<file path="config.mk">
export PLATFORM = sky130hd
export DESIGN_NAME = l524_clkgate_ctrl
export DESIGN_NICKNAME = d
export VERILOG_FILES = /design/src/rtl/l524_clkgate_ctrl.sv
export SDC_FILE = /design/constraint.sdc
export NUM_CORES = 1
export LEC_CHECK = 0
export ABC_CLOCK_PERIOD_IN_PS = 2090
export CAP_MARGIN = 20
export CORE_AREA = 2 2 39 41
export CTS_BUF_LIST = sky130_fd_sc_hd__clkbuf_4 sky130_fd_sc_hd__clkbuf_8
export CTS_CLUSTER_DIAMETER = 120
export CTS_CLUSTER_SIZE = 28
export DETAILED_ROUTE_END_ITERATION = 10
export DIE_AREA = 0 0 41 43
export GPL_TIMING_DRIVEN = 0
export PLACE_DENSITY = 0.83
export SLEW_MARGIN = 5
export SYNTH_ARGS = -nofsm -noshare
export SYNTH_HDL_FRONTEND = slang
export SYNTH_SLANG_ARGS = --single-unit
</file>
<file path="constraint.sdc">
create_clock -name clk_i -period 2.09 [get_ports clk_i]
set_clock_uncertainty 0.15 [all_clocks]
set_input_delay 0.418 -clock clk_i [delete_from_list [all_inputs] [get_ports clk_i]]
set_output_delay 0.418 -clock clk_i [all_outputs]
set_load 0.01 [all_outputs]
</file>
<file path="src/rtl/l524_clkgate_ctrl.sv">
// rtl/l524_clkgate_ctrl.sv - idle-driven clock-enable controller with wake/ready handshake
// Optional gated-cycle statistics counter enabled by L524_CLKGATE_STAT_EN.
module l524_clkgate_ctrl #(
  parameter int IDLE_CYCLES = 16,
  parameter int WAKE_CYCLES = 2,
  parameter int CNT_W       = 8
) (
  input  logic        clk_i,
  input  logic        rst_i,
  input  logic        test_mode,
  input  logic        sleep_en_i,
  input  logic        busy_i,
  input  logic        req_i,
`ifdef L524_CLKGATE_STAT_EN
  input  logic        stat_clr_i,
  output logic [31:0] gated_cycles_o,
`endif
  output logic        clk_en_o,
  output logic        ready_o,
  output logic        gated_o
);

  typedef enum logic [1:0] {
    RUN      = 2'd0,
    IDLE_CNT = 2'd1,
    GATED    = 2'd2,
    WAKE     = 2'd3
  } state_t;

  localparam logic [CNT_W-1:0] IDLE_MAX  = CNT_W'(IDLE_CYCLES);
  localparam logic [CNT_W-1:0] WAKE_LAST = CNT_W'(WAKE_CYCLES - 1);
  localparam logic [CNT_W-1:0] CNT_ONE   = CNT_W'(1);

  state_t           state, state_nxt;
  logic [CNT_W-1:0] cnt, cnt_nxt;
  logic             idle;
  logic             wake_cause;

  assign idle       = !busy_i && !req_i;
  assign wake_cause = req_i || busy_i || !sleep_en_i || test_mode;

  always_ff @(posedge clk_i) begin
    if (rst_i) begin
      state <= RUN;
      cnt   <= '0;
    end else begin
      state <= state_nxt;
      cnt   <= cnt_nxt;
    end
  end

  always_comb begin
    state_nxt = state;
    cnt_nxt   = cnt;
    case (state)
      RUN: begin
        if (idle) begin
          state_nxt = IDLE_CNT;
          cnt_nxt   = CNT_ONE;
        end
      end
      IDLE_CNT: begin
        // Activity takes priority over the gate decision.
        if (!idle) begin
          state_nxt = RUN;
          cnt_nxt   = '0;
        end else if (cnt < IDLE_MAX) begin
          cnt_nxt = cnt + CNT_ONE;
        end else if (sleep_en_i && !test_mode) begin
          state_nxt = GATED;
          cnt_nxt   = '0;
        end
      end
      GATED: begin
        if (wake_cause) begin
          state_nxt = WAKE;
          cnt_nxt   = '0;
        end
      end
      WAKE: begin
        // Requests here are absorbed; the settle count always runs to completion.
        if (cnt == WAKE_LAST) begin
          state_nxt = RUN;
          cnt_nxt   = '0;
        end else begin
          cnt_nxt = cnt + CNT_ONE;
        end
      end
      default: begin
        state_nxt = RUN;
        cnt_nxt   = '0;
      end
    endcase
  end

  assign clk_en_o = (state != GATED) || test_mode;
  assign ready_o  = (state == RUN) || (state == IDLE_CNT);
  assign gated_o  = (state == GATED);

`ifdef L524_CLKGATE_STAT_EN
  logic [31:0] gated_cycles;

  always_ff @(posedge clk_i) begin
    if (rst_i || stat_clr_i) begin
      gated_cycles <= '0;
    end else if (state == GATED && gated_cycles != 32'hFFFF_FFFF) begin
      gated_cycles <= gated_cycles + 32'd1;
    end
  end

  assign gated_cycles_o = gated_cycles;
`endif

endmodule

</file>
==> summary.md, run 1 <==
| Metric | Value |
|---|---|
| Cells along the critical path | clkdlybuf4s50_1, or4b_4, nor2_8, nor2_2, a211o_4, nor2_1 |
| Vias in the first global route | 571 |
| Share of cells above drive strength 1 | 0.189 |
| Tcrit/Tclk final | 0.968 |
| Met3 wire len | roughly 90 microns |
| Row count | 14 |
| First-pass GRT wire length | 2340 microns |
| Worst-margin pin slew | 0.503 ns |
| Pin count of the biggest net entering global routing | 11 |
| Max-cap violations | 0 |
| Combinational Power Share | 0.118 |
| Setup crit end kind | flop |
| Die area | 0.00176 sq mm |
| WL final | 1490 microns |
| Worst-path maximum fanout | 6 |
| Max layer used | met4 |
| PD cells | 484 mW/mm^2 |
| Final setup vio count | 0 |
| Yosys reg bits | 10 |
| Die Wd | 41 microns |
| Sw power | 0.102 mW |
| Clock root buffer | clkbuf_4 |
| Core box area | 0.00138 sq mm |
| Final std cells w/o fill | 111 |
| Max Freq | roughly 0.49 GHz |
| Total Routing Usage GR | 0.199 |
| Later-pin clock latency in the skew report | 0.27 ns |
| H-tree Lvls | 1 |
| Critical Path AT | 2.09 ns |
| Slowest stage delay, CP | 0.52 ns |
| Hold Crit Class | flop to flop |
| Crit Path Class | primary input to flop |
| TritonCTS clock tree | done |
| Hold WS | roughly 0.37 ns |
| Cell-internal power | 0.322 mW |
| Maximum clock path buffer count | 2 |
| Sequential power share | 0.464 |
| WL met2 | 705 microns |
| Syn Area/Cell | 8.44 sq um |
| Final HPWL DP | 1090 microns |
| Clock power frac | 0.417 |
| Via density | 5.92 |
| CP max stage cell | or4b_4 |
| Dpl cells | 106 |
| Synth-to-Final Area Change | 26.6% |
| Clock-pin transition on the worst setup and hold timing paths | ~0.070 ns |
| Antenna violations before repair | 0 |
| Syn Nets | 90 |
| CP Data Required Time | 2.16 ns |
| Number of I/O pins | 9 |
| Final Hold Vio Count | 0 |
| Die Height | 43 microns |
| Sw frac | 0.240 |
| Total number of vias | 657 |
| Initial Util | 0.500 |
| Synth Instances | just over 80 |
| Yosys Warn Count | 0 |
| Outcome | completed |
| Post-layout worst setup margin | 0.0673 ns |
| Remaining Overflow, GRT | 0 |
| Ant diodes | 0 |
| Met1 WL | 664 microns |
| VDD IR max | 0.419 mV |
| Family with the most delay on the worst path | simple AND/OR/NAND/NOR gates |
| Gpl congestion | 0.820 |
| Seq/Total Area, Yosys | 0.289 |
| Layout Nets | 104 |
| Unrepaired setup endpoints after global routing | false |
| Max Slew Vio Count | 0 |
| LEAKAGE | approximately 0.34 nW |
| DRC | 0 |
| Dpl ws | -0.335 ns |
| Startpoint types | primary input |
| Min Tclk post-route | 2.02 ns |
| Initial DRC Count | 25 |
| DR pass1 iterations | 4 |
| Final ANT Viol Nets | 0 |
| Wire per inst | 13.4 microns |
| CTS sink cnt | 10 |
| Count of cell types in the netlist | 35 |
| Total power | 0.424 mW |
| Synthesized area | 692 sq um |
| Post-CTS Hold Fix Bufs | 0 |
| WP buf/inv | 1 |
| Worst slew margin | 0.662 |
| Port Buffers | 8 |
| Num CTS Buffers | 3 |
==> cells in the final DEF (no fill, tap or decap), types with 2 or more instances in the layout <==
cell type        netlist  routed
nor4_4                 1       2
or2_2                  2       2
dfxtp_1               10       9
inv_1                  3       3
nand2b_1               4       3
o2111ai_1              2       2
nand3_1                3       3
a21oi_1                6       5
clkbuf_4               0       3
nor3_1                 4       4
xnor2_1                6       6
a211oi_1               2       2
nand2_1                4       4
nand4_1                2       2
nor2_1                11      11
dlymetal6s2s_1         0       3
clkdlybuf4s50_1        0       4
ha_1                   2       2
==> power groups by stage <==
stage	sequential, mW	clock, mW	combinational (mW)
finish	0.197	0.177	0.0501
floorplan	0.200	0	0.0274
global route	0.197	0.194	0.0550
CTS	0.197	0.182	0.0464
global placement	0.201	0	0.0450
detailed placement	0.201	0	0.0459
==> registers in the layout (all words and copies together), names as in the netlist, named ones only <==
signal and flops:
cnt 8, state 1
==> cell usage after synthesis <==
library cell | number | area share
a2111oi_0 | 1 | 0.013
a211o_1 | 1 | 0.013
a211oi_1 | 2 | 0.022
a21boi_1 | 1 | 0.011
a21oi_1 | 6 | 0.043
a311oi_1 | 1 | 0.013
and3_1 | 1 | 0.0090
and4_1 | 1 | 0.013
clkbuf_1 | 1 | 0.0054
dfxtp_1 | 10 | 0.29
ha_1 | 2 | 0.036
inv_1 | 3 | 0.016
mux2i_1 | 1 | 0.014
nand2_1 | 4 | 0.022
nand2b_1 | 4 | 0.036
nand3_1 | 3 | 0.022
nand4_1 | 2 | 0.018
nand4b_1 | 1 | 0.013
nor2_1 | 11 | 0.060
nor2_2 | 1 | 0.0090
nor2_8 | 1 | 0.029
nor2b_1 | 1 | 0.0090
nor3_1 | 4 | 0.029
nor4_1 | 1 | 0.0090
nor4_2 | 1 | 0.018
nor4_4 | 1 | 0.031
nor4b_2 | 1 | 0.022
o2111ai_1 | 2 | 0.025
o211ai_1 | 1 | 0.011
o21ai_0 | 1 | 0.0072
o21bai_1 | 1 | 0.011
or2_2 | 2 | 0.018
or3_1 | 1 | 0.0090
or4b_4 | 1 | 0.020
xnor2_1 | 6 | 0.076
==> area by class of cell <==
class,instances,area [sq um]
Buffer,1,3.75
Inverter,3,11.3
Sequential cell,10,201
Clock buffer,4,36.3
Multi-Input combinational cell,68,509
Tap cell,16,20.0
Timing Repair Buffer,9,93.8
Fill cell,132,508
==> worst paths after layout <==
path	depth (start not counted)	end	slack (ns)	start
setup / recovery	6	cnt[3]	0.07	sleep_en_i
hold / removal	2	cnt[1]	0.37	cnt[1]
setup reg to reg	5	cnt[2]	0.28	cnt[4]
hold reg to reg	2	cnt[1]	0.37	cnt[1]
==> per-stage QoR <==
step / utilization / TNS [ns] / cell area (sq um)
floorplan: - / 0 / 692
global placement: 0.572 / -2.21 / 792
detailed placement: 0.572 / -2.40 / 792
CTS: 0.606 / 0 / 838
global route: 0.633 / 0 / 876
finish: 0.633 / 0 / 876
==> worst reg2reg max path: cells and delay by family (launching register included) <==
kind / cells / cell delay, ns
DFF: 1 / 0.38
and+or+nand+nor: 3 / 0.79
AOI/OAI and AO/OA: 2 / 0.38
==> routing by layer <==
layer,vias up,track usage
li1,330,-
met1,301,0.259
met2,23,0.272
met3,3,0.0471
met4,0,0.147
met5,-,0
==> cells by family (layout without fill, tap and decap cells) <==
kind of cell / Yosys count / in the layout / share of synthesized area
xor gates and xnor gates: 6 / 6 / 0.0759
AOI/OAI and AO/OA: 17 / 17 / 0.168
adders and majority gates: 2 / 2 / 0.0362
DFF: 10 / 10 / 0.289
and+or+nand+nor: 42 / 42 / 0.394
muxes: 1 / 1 / 0.0145
buffers and inverters: 4 / 17 / 0.0217
==> timing repair <==
| item | 4_1_cts | 5_1_grt |
|---|---|---|
| setup buffers | 1 | 0 |
| gates resized for setup | 3 | 8 |
| cloned | 0 | 0 |
| pin swaps | 2 | 1 |
| setup endpoints to repair | 8 | 8 |
Note: power is estimated with default switching activity, not from simulation.
==> run 2, diff against run 1 <==
- CAP_MARGIN: 20 -> 30
- SETUP_SLACK_MARGIN: default -> 0.1
==> run 2 against run 1 <==
  * Die area is the same
  * Flip-flop and latch count did not move
  * Global-route usage up 0.30 points
  * Register-to-register slack got worse by 0.02 ns
  * Clock-buffer cell count unchanged
  * Critical path depth shrank 4
  * Critical endpoint is now ready_o
  * First-iteration DRC count is 28% lower
==> summary.md, run 2 (same netlist as run 1, synthesis figures left out) <==
| Metric | Value |
|---|---|
| Top reg by flops | cnt |
| Outcome | completed |
| Max Slew Vio Count | 0 |
| Die area | 0.00176 sq mm |
| Die Wd | between 40 and 50 microns |
| Port Buffers | 8 |
| Cells along the critical path | inv_1, clkdlybuf4s50_1 |
| Final Hold Vio Count | 0 |
| Setup crit end kind | primary output |
| Family with the most delay on the worst path | buffers and inverters |
| VDD IR max | 0.413 mV |
| Pin count of the biggest net entering global routing | 11 |
| Layout Nets | 104 |
| Final setup vio count | 0 |
| Hold depth | 2 |
| Worst-margin pin slew | 0.454 ns |
| Max-cap violations | 0 |
| Most common cell after layout, fill and taps aside | nor2_1 |
| Post-layout instance area | between 800 and 900 sq um |
| Total power | 0.418 mW |
| LEAKAGE | 0.325 nW |
| Initial Util | 0.500 |
| CP Data Required Time | 1.52 ns |
| Cells on worst reg2reg path | 5 |
| Gpl congestion | approximately 0.8 |
| Cell-internal power | ~0.32 mW |
| CP max stage cell | clkdlybuf4s50_1 |
| Critical Path AT | 1.37 ns |
| Max FFs per register | 8 |
| Num CTS Buffers | 3 |
| WHS Endpoint | cnt[1] |
| Hold Crit Start | cnt[1] |
| Combinational Power Share | 0.106 |
| Clock root buffer | clkbuf_4 |
| Slowest stage delay, CP | about 0.57 ns |
| Ant diodes | 0 |
| Clock-pin transition on the worst setup and hold timing paths | approximately 0.06 ns |
| Setup slack, reg-to-reg | 0.26 ns |
| Worst slew margin | 0.695 |
| Most frequent cells in the layout | 11 x nor2_1, 8 x dfxtp_1, 6 x xnor2_1, 6 x a21oi_1, 5 x dlygate4sd2_1 |
| Startpoint types | flop |
| Min Tclk post-route | 1.94 ns |
| Worst R2R End | cnt[5] |
| Synth-to-Final Area Change | 21.7% |
| Final HPWL DP | 1090 microns |
| CTS sink cnt | 10 |
| Number of I/O pins | 9 |
| Share of cells above drive strength 1 | 0.168 |
| Sw power | 0.0997 mW |
| DRC | 0 |
| Initial DRC Count | 18 |
| Sw frac | 0.239 |
| Worst-path maximum fanout | 8 |
| Wire per inst | between 10 and 15 microns |
| Die Height | 43 microns |
| Maximum clock path buffer count | 2 |
| H-tree Lvls | 1 |
| Reg2Reg Launch Point | cnt[4] |
| TritonCTS clock tree | done |
| Crit Path Class | flop to primary output |
| Hold Crit Class | flop to flop |
| DR pass1 iterations | 4 |
| Placed Instance Area | 792 sq um |
| First-pass GRT wire length | 2380 microns |
| WP buf/inv | 2 |
| Row count | 14 |
| Core box area | roughly 0.0014 sq mm |
| Remaining Overflow, GRT | 0 |
| Regs by FF count | cnt (8), state (1) |
| PD cells | 496 mW/mm^2 |
| Total Routing Usage GR | 0.202 |
| Final ANT Viol Nets | 0 |
| Sequential power share | 0.471 |
| Fillers | 135 |
| Antenna violations before repair | 0 |
| Via density | 5.89 |
| Tcrit/Tclk final | 0.926 |
| Vias in the first global route | about 570 |
| Later-pin clock latency in the skew report | 0.27 ns |
| Setup TNS | 0 ns |
| Clock power frac | 0.423 |
| Unrepaired setup endpoints after global routing | false |
| WL final | 1470 microns |
| Total number of vias | 654 |
| Max Freq | between 0.5 and 0.6 GHz |
## run 2: cell type report
type | count | area, sq um | area share
inverters | 3 | 11.3 | 0.0134
well taps | 16 | 20.0 | 0.0238
flip-flops and latches | 10 | 203 | 0.241
multi-input cells | 68 | 484 | 0.575
plain buffers | 1 | 3.75 | 0.00446
repair buffers | 9 | 83.8 | 0.0996
clock buffers | 4 | 36.3 | 0.0431
## run 2: routing by layer
| layer | up-vias | global-route usage | part of all wire |
|---|---|---|---|
| li1 | 328 | - | - |
| met1 | 300 | 0.262 | 0.45 |
| met2 | 23 | 0.278 | 0.47 |
| met3 | 3 | 0.0471 | 0.057 |
| met4 | 0 | 0.147 | 0.019 |
| met5 | - | 0 | 0 |
## run 2: how the worst max path moves through the flow
stage	cells past startpoint	slack, ns	startpoint	to
after CTS	3	0.14	flop	gated_o
after floorplan	5	0.27	busy_i	cnt[2]
after detailed placement	6	-0.33	busy_i	cnt[4]
final	2	0.15	flop	ready_o
after global routing	3	0.11	state[0]	clk_en_o
after global placement	6	-0.31	busy_i	cnt[2]
## run 2: power by group through the flow
| stage | clock network [mW] | registers [mW] | logic [mW] |
|---|---|---|---|
| floorplan | 0 | 0.200 | 0.0274 |
| global placement | 0 | 0.201 | 0.0450 |
| detailed placement | 0 | 0.201 | 0.0459 |
| CTS | 0.182 | 0.197 | 0.0440 |
| global route | 0.194 | 0.197 | 0.0491 |
| finish | 0.177 | 0.197 | 0.0443 |
## run 2: worst register-to-register path, cell delays in order, from the launching register on
cell and delay, ns:
dfxtp_1 0.38, nor4_4 0.50, nand4_1 0.19, a21boi_1 0.19, a211o_1 0.24, nor2_1 0.07
## run 2: stage by stage
stage | util | setup slack [ns] | hold slack (ns) | instances
4_1_cts | 0.606 | 0.141 | 0.365 | 111
3_3_place_gp | 0.572 | -0.306 | 0.345 | 106
6_report | 0.608 | 0.155 | 0.360 | 111
5_1_grt | 0.608 | 0.110 | 0.419 | 111
3_5_place_dp | 0.572 | -0.335 | 0.354 | 106
2_1_floorplan | - | 0.274 | 0.319 | 82
## run 2: repair_timing
| item | in CTS | in global routing |
|---|---|---|
| buffers inserted | 1 | 0 |
| setup endpoints to repair | 9 | 2 |
| hold buffers | 0 | 0 |
| cloned | 0 | 0 |
| pin swaps | 8 | 0 |
| gates resized for setup | 8 | 2 |
==> run 3, diff against run 2 <==
- CORE_AREA: 2 2 39 41 -> 3 3 40 42
- DIE_AREA: 0 0 41 43 -> 0 0 43 45
==> run 3 against run 2 <==
  * Via count up 5.2%
  * Core utilization rose by 6.4 points
  * Critical endpoint unchanged
  * Critical path depth unchanged
  * Global-route usage grew 0.099 points
  * Final cell count increased by 1.8%
  * Clock power decreased by 23%
==> summary.md, run 3 (same netlist as run 1, synthesis figures left out) <==
| Metric | Value |
|---|---|
| Total number of vias | 688 |
| Cells on worst reg2reg path | 6 |
| CP max stage cell | clkdlybuf4s50_1 |
| Fillers | between 100 and 150 |
| Initial Util | 0.538 |
| Critical path depth in cells | 2 |
| Worst-margin pin slew | 0.389 ns |
| Synth-to-Final Area Change | 25.0% |
| Tcrit/Tclk final | 0.925 |
| Max Freq | 0.517 GHz |
| Max Slew Vio Count | 0 |
| Clock root buffer | clkbuf_4 |
| Setup slack, reg-to-reg | 0.28 ns |
| Die Wd | 43 microns |
| Sequential Area | 204 sq um |
| Clock-pin transition on the worst setup and hold timing paths | 0.06 ns |
| Reg2Reg Launch Point | cnt[5] |
| Final ANT Viol Nets | 0 |
| Hold Crit Class | flop to flop |
| Final Hold Vio Count | 0 |
| Total Routing Usage GR | 0.203 |
| Outcome | completed |
| DR pass1 iterations | 4 |
| Layout Nets | 108 |
| Antenna violations before repair | 0 |
| TritonCTS clock tree | done |
| First-pass GRT wire length | 2910 microns |
| Crit Path Class | flop to primary output |
| Regs by FF count | cnt (8), state (1) |
| Maximum clock path buffer count | 2 |
| Unrepaired setup endpoints after global routing | true |
| Later-pin clock latency in the skew report | 0.27 ns |
| Die area | 0.00194 sq mm |
| LEAKAGE | between 0.3 and 0.4 nW |
| Startpoint types | flop |
| VDD IR max | between 0.2 and 0.3 mV |
| Cells along the critical path | inv_1, clkdlybuf4s50_1 |
| Final setup vio count | 0 |
| Wire per inst | 15.3 microns |
| Most common cell after layout, fill and taps aside | nor2_1 |
| Initial DRC Count | 17 |
| Die Height | 45 microns |
| Min Tclk post-route | ~1.9 ns |
| PD cells | ~440 mW/mm^2 |
| WL final | between 1500 and 2000 microns |
| Max-cap violations | 0 |
| Multi-input logic area | approximately 490 sq um |
| Hold Crit Start | cnt[1] |
| Final HPWL DP | 1120 microns |
| H-tree Lvls | 1 |
| Worst-path maximum fanout | 8 |
| Critical Path AT | about 1.4 ns |
| Family with the most delay on the worst path | buffers and inverters |
| Hold WS | 0.367 ns |
| WP buf/inv | 2 |
| Pin count of the biggest net entering global routing | 11 |
| DRC | 0 |
| Max FFs per register | 8 |
| Gpl congestion | 0.818 |
| Number of I/O pins | 9 |
| Total power | ~0.38 mW |
| CP Data Required Time | 1.52 ns |
| Port Buffers | 8 |
| Most frequent cells in the layout | 11 x nor2_1, 9 x dfxtp_1, 6 x xnor2_1, 6 x a21oi_1 |
| Hold depth | 2 |
| Via density | between 6 and 7 |
| Core box area | approximately 0.0013 sq mm |
| Row count | 13 |
| Vias in the first global route | 637 |
| Post-CTS Hold Fix Bufs | 0 |
| Slowest stage delay, CP | 0.57 ns |
| Ant diodes | 0 |
| CTS sink cnt | 10 |
| Worst slew margin | 0.738 |
| Remaining Overflow, GRT | 0 |
| Share of cells above drive strength 1 | 0.184 |
| Setup crit end kind | primary output |
| Num CTS Buffers | 3 |
| Top reg by flops | cnt |
run 3: changes by cell type in the layout (fill, tap and decap cells not counted):
cell / previous run / this run
dfxtp_2: 2 / 0
clkdlybuf4s50_1: 2 / 3
buf_4: 1 / 5
dfxtp_1: 8 / 9
dfxtp_4: 0 / 1
clkbuf_8: 1 / 0
dlymetal6s2s_1: 1 / 0
nor4_4: 1 / 2
nor4_2: 1 / 0
run 3: repair_timing:
item,CTS,global route
buffers inserted,2,3
pin swaps,5,1
endpoints found under the setup margin,9,8
gates resized for setup,9,1
run 3: per-layer routing:
metal | GRT usage | up-vias | share of wire
li1 | - | 339 | -
met1 | 0.246 | 315 | 0.43
met2 | 0.338 | 27 | 0.48
met3 | 0.0558 | 7 | 0.066
met4 | 0.0904 | 0 | 0.024
met5 | 0 | - | 0
run 3: worst paths after layout:
path | endpoint
setup reg to reg | cnt[7]
setup / recovery | ready_o
hold reg to reg | cnt[1]
hold / removal | cnt[1]
run 3: power by group:
part | switching [mW] | leakage (nW) | internal, mW
registers | 0.00407 | 0.0817 | 0.192
clock network | 0.0692 | 0.0138 | 0.0667
logic | 0.0269 | 0.226 | 0.0191
total | 0.100 | 0.321 | 0.278
run 3: area by class of cell:
class,instances,area share
plain buffers,1,0.00434
clock buffers,3,0.0260
inverters,3,0.0130
multi-input cells,68,0.570
flip-flops and latches,10,0.236
well taps,15,0.0217
repair buffers,13,0.129
run 3: through the flow:
stage	setup slack [ns]	cell area, sq um	instances	util	setup TNS [ns]
final	0.158	865	113	0.673	0
after global routing	0.0918	865	113	0.673	0
after CTS	0.148	840	110	0.653	0
after detailed placement	-0.331	791	105	0.615	-2.39
after global placement	-0.298	791	105	0.615	-2.21
after floorplan	0.274	692	82	-	0
run 3: worst register-to-register path: stages (launching register included):
cell and delay, ns:
dfxtp_1 0.45, nor4_4 0.08, buf_4 0.17, or3_1 0.35, a21boi_1 0.20, a211o_1 0.24
nor2_1 0.08
